File: config.mk
export PLATFORM = sky130hd
export DESIGN_NAME = alu_op_sequencer
export DESIGN_NICKNAME = d
export VERILOG_FILES = /design/src/rtl/alu_op_sequencer.sv
export SDC_FILE = /design/constraint.sdc
export NUM_CORES = 1
export LEC_CHECK = 0
export ABC_AREA = 1
export BUFFER_PORTS_ARGS = -buffer_cell sky130_fd_sc_hd__buf_2
export CORE_MARGIN = 5
export CORE_UTILIZATION = 40
export DETAILED_ROUTE_END_ITERATION = 10
export PLACE_DENSITY = 0.66
export SYNTH_ARGS = -nofsm -noshare
export SYNTH_HDL_FRONTEND = slang
export SYNTH_SLANG_ARGS = --single-unit
File: constraint.sdc
create_clock -name clk -period 3.65 [get_ports clk]
set_input_delay 0.1825 -clock clk [delete_from_list [all_inputs] [get_ports clk]]
set_output_delay 0.1825 -clock clk [all_outputs]
set_load 0.005 [all_outputs]
File: src/rtl/alu_op_sequencer.sv
// Operand front-end and result register for the Mini ALU: loads A, then B plus
// function code over one load port, holds them for the ALU, captures the result.
module alu_op_sequencer #(
  parameter int WIDTH = 6,
  parameter int CNT_W = 8
) (
  input  logic             clk,
  input  logic             reset,
  input  logic [WIDTH-1:0] load_data,
  input  logic [2:0]       load_func,
  input  logic             load_valid,
  output logic             load_ready,
  output logic [WIDTH-1:0] alu_a,
  output logic [WIDTH-1:0] alu_b,
  output logic [2:0]       alu_func,
  input  logic [WIDTH-1:0] alu_final,
  input  logic             alu_final_of,
  output logic [WIDTH-1:0] result,
  output logic             result_of,
  output logic             result_valid,
  input  logic             result_ready,
  output logic             sticky_of,
  input  logic             clear_sticky,
  output logic [CNT_W-1:0] op_count,
  output logic [1:0]       state_dbg
);

  // Handshakes: a transfer happens on a rising edge where valid and ready are
  // both 1; the sender holds its data until then, and valid without ready is dropped.
  typedef enum logic [1:0] {
    LOAD_A = 2'd0,
    LOAD_B = 2'd1,
    EXEC   = 2'd2,
    HOLD   = 2'd3
  } state_t;

  state_t state_q, state_d;

  logic [WIDTH-1:0] alu_a_q, alu_a_d;
  logic [WIDTH-1:0] alu_b_q, alu_b_d;
  logic [2:0]       alu_func_q, alu_func_d;
  logic [WIDTH-1:0] result_q, result_d;
  logic             result_of_q, result_of_d;
  logic             result_valid_q, result_valid_d;
  logic             sticky_q, sticky_d;
  logic [CNT_W-1:0] op_count_q, op_count_d;

  logic load_a_en, load_b_en, capture_en, done_en;

  always_ff @(posedge clk or posedge reset) begin
    if (reset) begin
      state_q        <= LOAD_A;
      alu_a_q        <= '0;
      alu_b_q        <= '0;
      alu_func_q     <= 3'b000;
      result_q       <= '0;
      result_of_q    <= 1'b0;
      result_valid_q <= 1'b0;
      sticky_q       <= 1'b0;
      op_count_q     <= '0;
    end else begin
      state_q        <= state_d;
      alu_a_q        <= alu_a_d;
      alu_b_q        <= alu_b_d;
      alu_func_q     <= alu_func_d;
      result_q       <= result_d;
      result_of_q    <= result_of_d;
      result_valid_q <= result_valid_d;
      sticky_q       <= sticky_d;
      op_count_q     <= op_count_d;
    end
  end

  always_comb begin
    state_d = state_q;
    case (state_q)
      LOAD_A:  if (load_valid) state_d = LOAD_B;
      LOAD_B:  if (load_valid) state_d = EXEC;
      EXEC:    state_d = HOLD;
      HOLD:    if (result_ready) state_d = LOAD_A;
      default: state_d = LOAD_A;
    endcase
  end

  always_comb begin
    load_ready = ((state_q == LOAD_A) || (state_q == LOAD_B)) && !reset;
    load_a_en  = (state_q == LOAD_A) && load_valid;
    load_b_en  = (state_q == LOAD_B) && load_valid;
    capture_en = (state_q == EXEC);
    done_en    = (state_q == HOLD) && result_ready;
    state_dbg  = state_q;
  end

  always_comb begin
    alu_a_d        = load_a_en ? load_data : alu_a_q;
    alu_b_d        = load_b_en ? load_data : alu_b_q;
    alu_func_d     = load_b_en ? load_func : alu_func_q;
    result_d       = capture_en ? alu_final : result_q;
    result_of_d    = capture_en ? alu_final_of : result_of_q;
    result_valid_d = result_valid_q;
    if (capture_en)   result_valid_d = 1'b1;
    else if (done_en) result_valid_d = 1'b0;
    // A captured overflow outranks a simultaneous clear.
    sticky_d = sticky_q;
    if (capture_en && alu_final_of) sticky_d = 1'b1;
    else if (clear_sticky)          sticky_d = 1'b0;
    op_count_d = done_en ? op_count_q + 1'b1 : op_count_q;
  end

  assign alu_a        = alu_a_q;
  assign alu_b        = alu_b_q;
  assign alu_func     = alu_func_q;
  assign result       = result_q;
  assign result_of    = result_of_q;
  assign result_valid = result_valid_q;
  assign sticky_of    = sticky_q;
  assign op_count     = op_count_q;

endmodule

==> summary.txt <==
Outcome - completed
Vias per cell - 4.487
Peak VDD IR - 0.3595 mV
Static Leak - 1.147 nW
Fin. Hold Viols - 0
Max Clk Rate - 666.4 MHz
Switching share of power - 0.3757
Relative slew slack - 0.6933
Starting Density - 0.4178
Layout Nets - 255
N_diodes - 0
Pint - 0.0009216 W
Die width - 72.31 microns
# clock sinks - 34
TritonCTS Buffers - 5
Yosys top cell by area - dfrtp_1
Vias in the first global route - 1187
Top Family by Delay on Critical Path - flip-flops
I/O pins - 56
Largest net degree at the start of global routing - 27
NetSw - 0.0005546 W
Crit path max fanout - 6
H-tree depth - 2
Top cell type's share of synthesized area - 0.5479
Critical Path Max Stage Delay - 0.42 ns
Bufs and invs on worst path - 2
Register bit total from synthesis - 34
Gate Count Post-Synth - 168
Initial DRT Pass Iterations - 4
Period utilisation layout - 0.4111
Rows - 22
Post-cts sizing count - 0
Syn nets - 194
Post-Syn Area - 0.001553 sq mm
Post-synth top flop - dfrtp_1
Most common cell in the netlist - nand2_1
Async set or reset register ratio after synthesis - 1.000
Setup violators final - 0
Initial antenna violation count - 0
RSZ-0062 raised after global routing - no
Fin area - 0.001957 sq mm
Clock power share - 0.171
Detailed Route Iter0 Violations - 46
Clock Tree Buf Depth - 2
Reg power frac - 0.435
Clk slew on worst S/H paths - 0.07 ns
Most used cell, CP - nor2_1
Antenna Nets Post-Route - 0
Req. time, crit path - 3.47 ns
Synth top area cells - dfrtp_1, nand2_1, o21ai_2, inv_1, ha_1
Post-DP Area - 0.001868 sq mm
Share of cells above drive strength 1 - 0.3537
Detailed Place HPWL - 2430 microns
Clock skew - 0.003290 ns
Total Routing Usage GR - 0.1342
CTS tree - built
Post-Route WL - 3145 microns
Root Driver - clkbuf_8
Routed WL per cell - 11.35 microns
Worst Max-Slew Pin Slew - 0.4589 ns
Critical path capture point type - primary output
Power Density - 754.4 mW/mm^2
Max cap viols - 0
Total negative slack - 0 ns
Drt drc - 0
Sequential area share after synthesis - 0.5479
CORE AREA - 0.003716 sq mm
Critical Path Start Type - flip-flop
Cell variety after synth - 19
Critical Path AT - 1.32 ns
Placer Congestion - 0.7819
Max Slew Vio Count - 0
Synth warnings - 0
Port Buf Inserts - 55
Die area - 0.005228 sq mm
Combinational group share of total power - 0.394
Via Count - 1243
Fillers - 370
Hold Path Class - in2reg
Die Ht - 72.31 microns
Total congestion overflow - 0
First-pass GRT wire length - 5395 microns
Most instantiated cells after synthesis - nand2_1, dfrtp_1, inv_1, o21ai_2, nand3_1
Avg Cell Area, Syn - 9.242 sq um
Crit-path slowest cell - dfrtp_1
Post-synth EDFFs - 0
CP Cell Sequence - inv_1, ha_1, nor2_1, nor2_1, buf_2
Final critical-path required period - 1.501 ns
Area growth, synth to finish - 26.03%
Crit path kind - reg2out
Clk_lat worst skew - 0.28 ns
## cells in the final DEF (no fill, tap or decap)
| master | Yosys | routed |
|---|---|---|
| nor2_4 | 1 | 1 |
| nand3b_1 | 3 | 3 |
| nand2_2 | 2 | 2 |
| dfrtp_1 | 34 | 34 |
| nor2_8 | 1 | 1 |
| buf_2 | 1 | 55 |
| inv_1 | 19 | 19 |
| nand3_1 | 8 | 8 |
| clkinv_2 | 0 | 2 |
| nand2_4 | 1 | 1 |
| nor2_1 | 4 | 4 |
| xor2_1 | 2 | 2 |
| nor2_2 | 1 | 1 |
| dlygate4sd3_1 | 0 | 1 |
| clkbuf_8 | 0 | 5 |
| ha_1 | 5 | 5 |
| o21bai_1 | 1 | 1 |
| o21ai_2 | 12 | 12 |
| buf_4 | 0 | 1 |
| nand2_1 | 68 | 68 |
| o21ai_0 | 2 | 2 |
| or2_1 | 1 | 1 |
## worst paths after layout
path	from	cells after the start	to	slack [ns]
max in group asynchronous	reset	4	op_count[6]	2.59
min	alu_final[1]	3	result[1]	0.10
max	state_dbg[1]	5	load_ready	2.15
min reg2reg	result_of	2	result_of	0.47
min in group asynchronous	reset	3	alu_func[2]	0.42
max reg2reg	state_dbg[0]	5	alu_a[0]	2.26
## cells by family (layout without fill, tap and decap cells)
group           Yosys count  after routing  synth area share
compound gates           15             15           0.07897
simple gates             90             90            0.2579
buf+inv                  22             83           0.06366
xor+xnor                  2              2           0.01128
flops                    34             34            0.5479
fa+ha+maj                 5              5           0.04029
## registers in the layout, summed over array words and instances, names as in the netlist
signal,count
sticky_of,1
op_count,8
result_valid,1
state_dbg,2
alu_a,6
result,6
alu_b,6
alu_func,3
result_of,1
## per-stage QoR
step / hold slack (ns) / setup WS [ns] / total power (W) / instances / utilization
after global placement: 0.1578 / 2.290 / 0.001228 / 269 / 0.5027
after detailed placement: 0.1629 / 2.250 / 0.001242 / 269 / 0.5027
after floorplan: 0.2897 / 2.402 / 0.001005 / 168 / -
after CTS: 0.08896 / 2.115 / 0.001510 / 277 / 0.5266
final: 0.1020 / 2.149 / 0.001476 / 277 / 0.5266
after global routing: 0.09754 / 2.010 / 0.001620 / 277 / 0.5266
## tightest hold or removal path, stage by stage
cell     delay [ns]
buf_2          0.07
nand2_1        0.04
nand2_1        0.05
## per-layer routing
metal / wire (microns) / vias up / track usage
met4: 35 / 0 / 0.05219
met1: 1465 / 571 / 0.1668
met2: 1460 / 32 / 0.2042
met5: 0 / - / 0
met3: 184 / 4 / 0.05956
li1: - / 636 / -
## power by group through the flow
stage / Sequential, W / Clock [W] / Combinational, W
floorplan: 0.000653 / 0 / 0.000353
CTS: 0.000641 / 0.000268 / 0.000600
finish: 0.000641 / 0.000253 / 0.000582
global route: 0.000665 / 0.000284 / 0.000672
detailed placement: 0.000647 / 0 / 0.000595
global placement: 0.000647 / 0 / 0.000581
## final cells by class
class | count | area (sq um) | area share
repair buffers | 57 | 292.8 | 0.1496
multi-input cells | 112 | 603.1 | 0.3082
clock buffers | 5 | 68.82 | 0.03517
clock inverters | 2 | 10.01 | 0.005115
flip-flops and latches | 34 | 850.8 | 0.4348
inverters | 19 | 71.32 | 0.03644
well taps | 48 | 60.06 | 0.03069
## what timing repair did
action | 4_1_cts | 5_1_grt
endpoints found under the hold margin | 8 | 0
hold buffers | 1 | 0
setup buffers | 0 | 0
No activity file was read; power rests on OpenSTA's default activity.
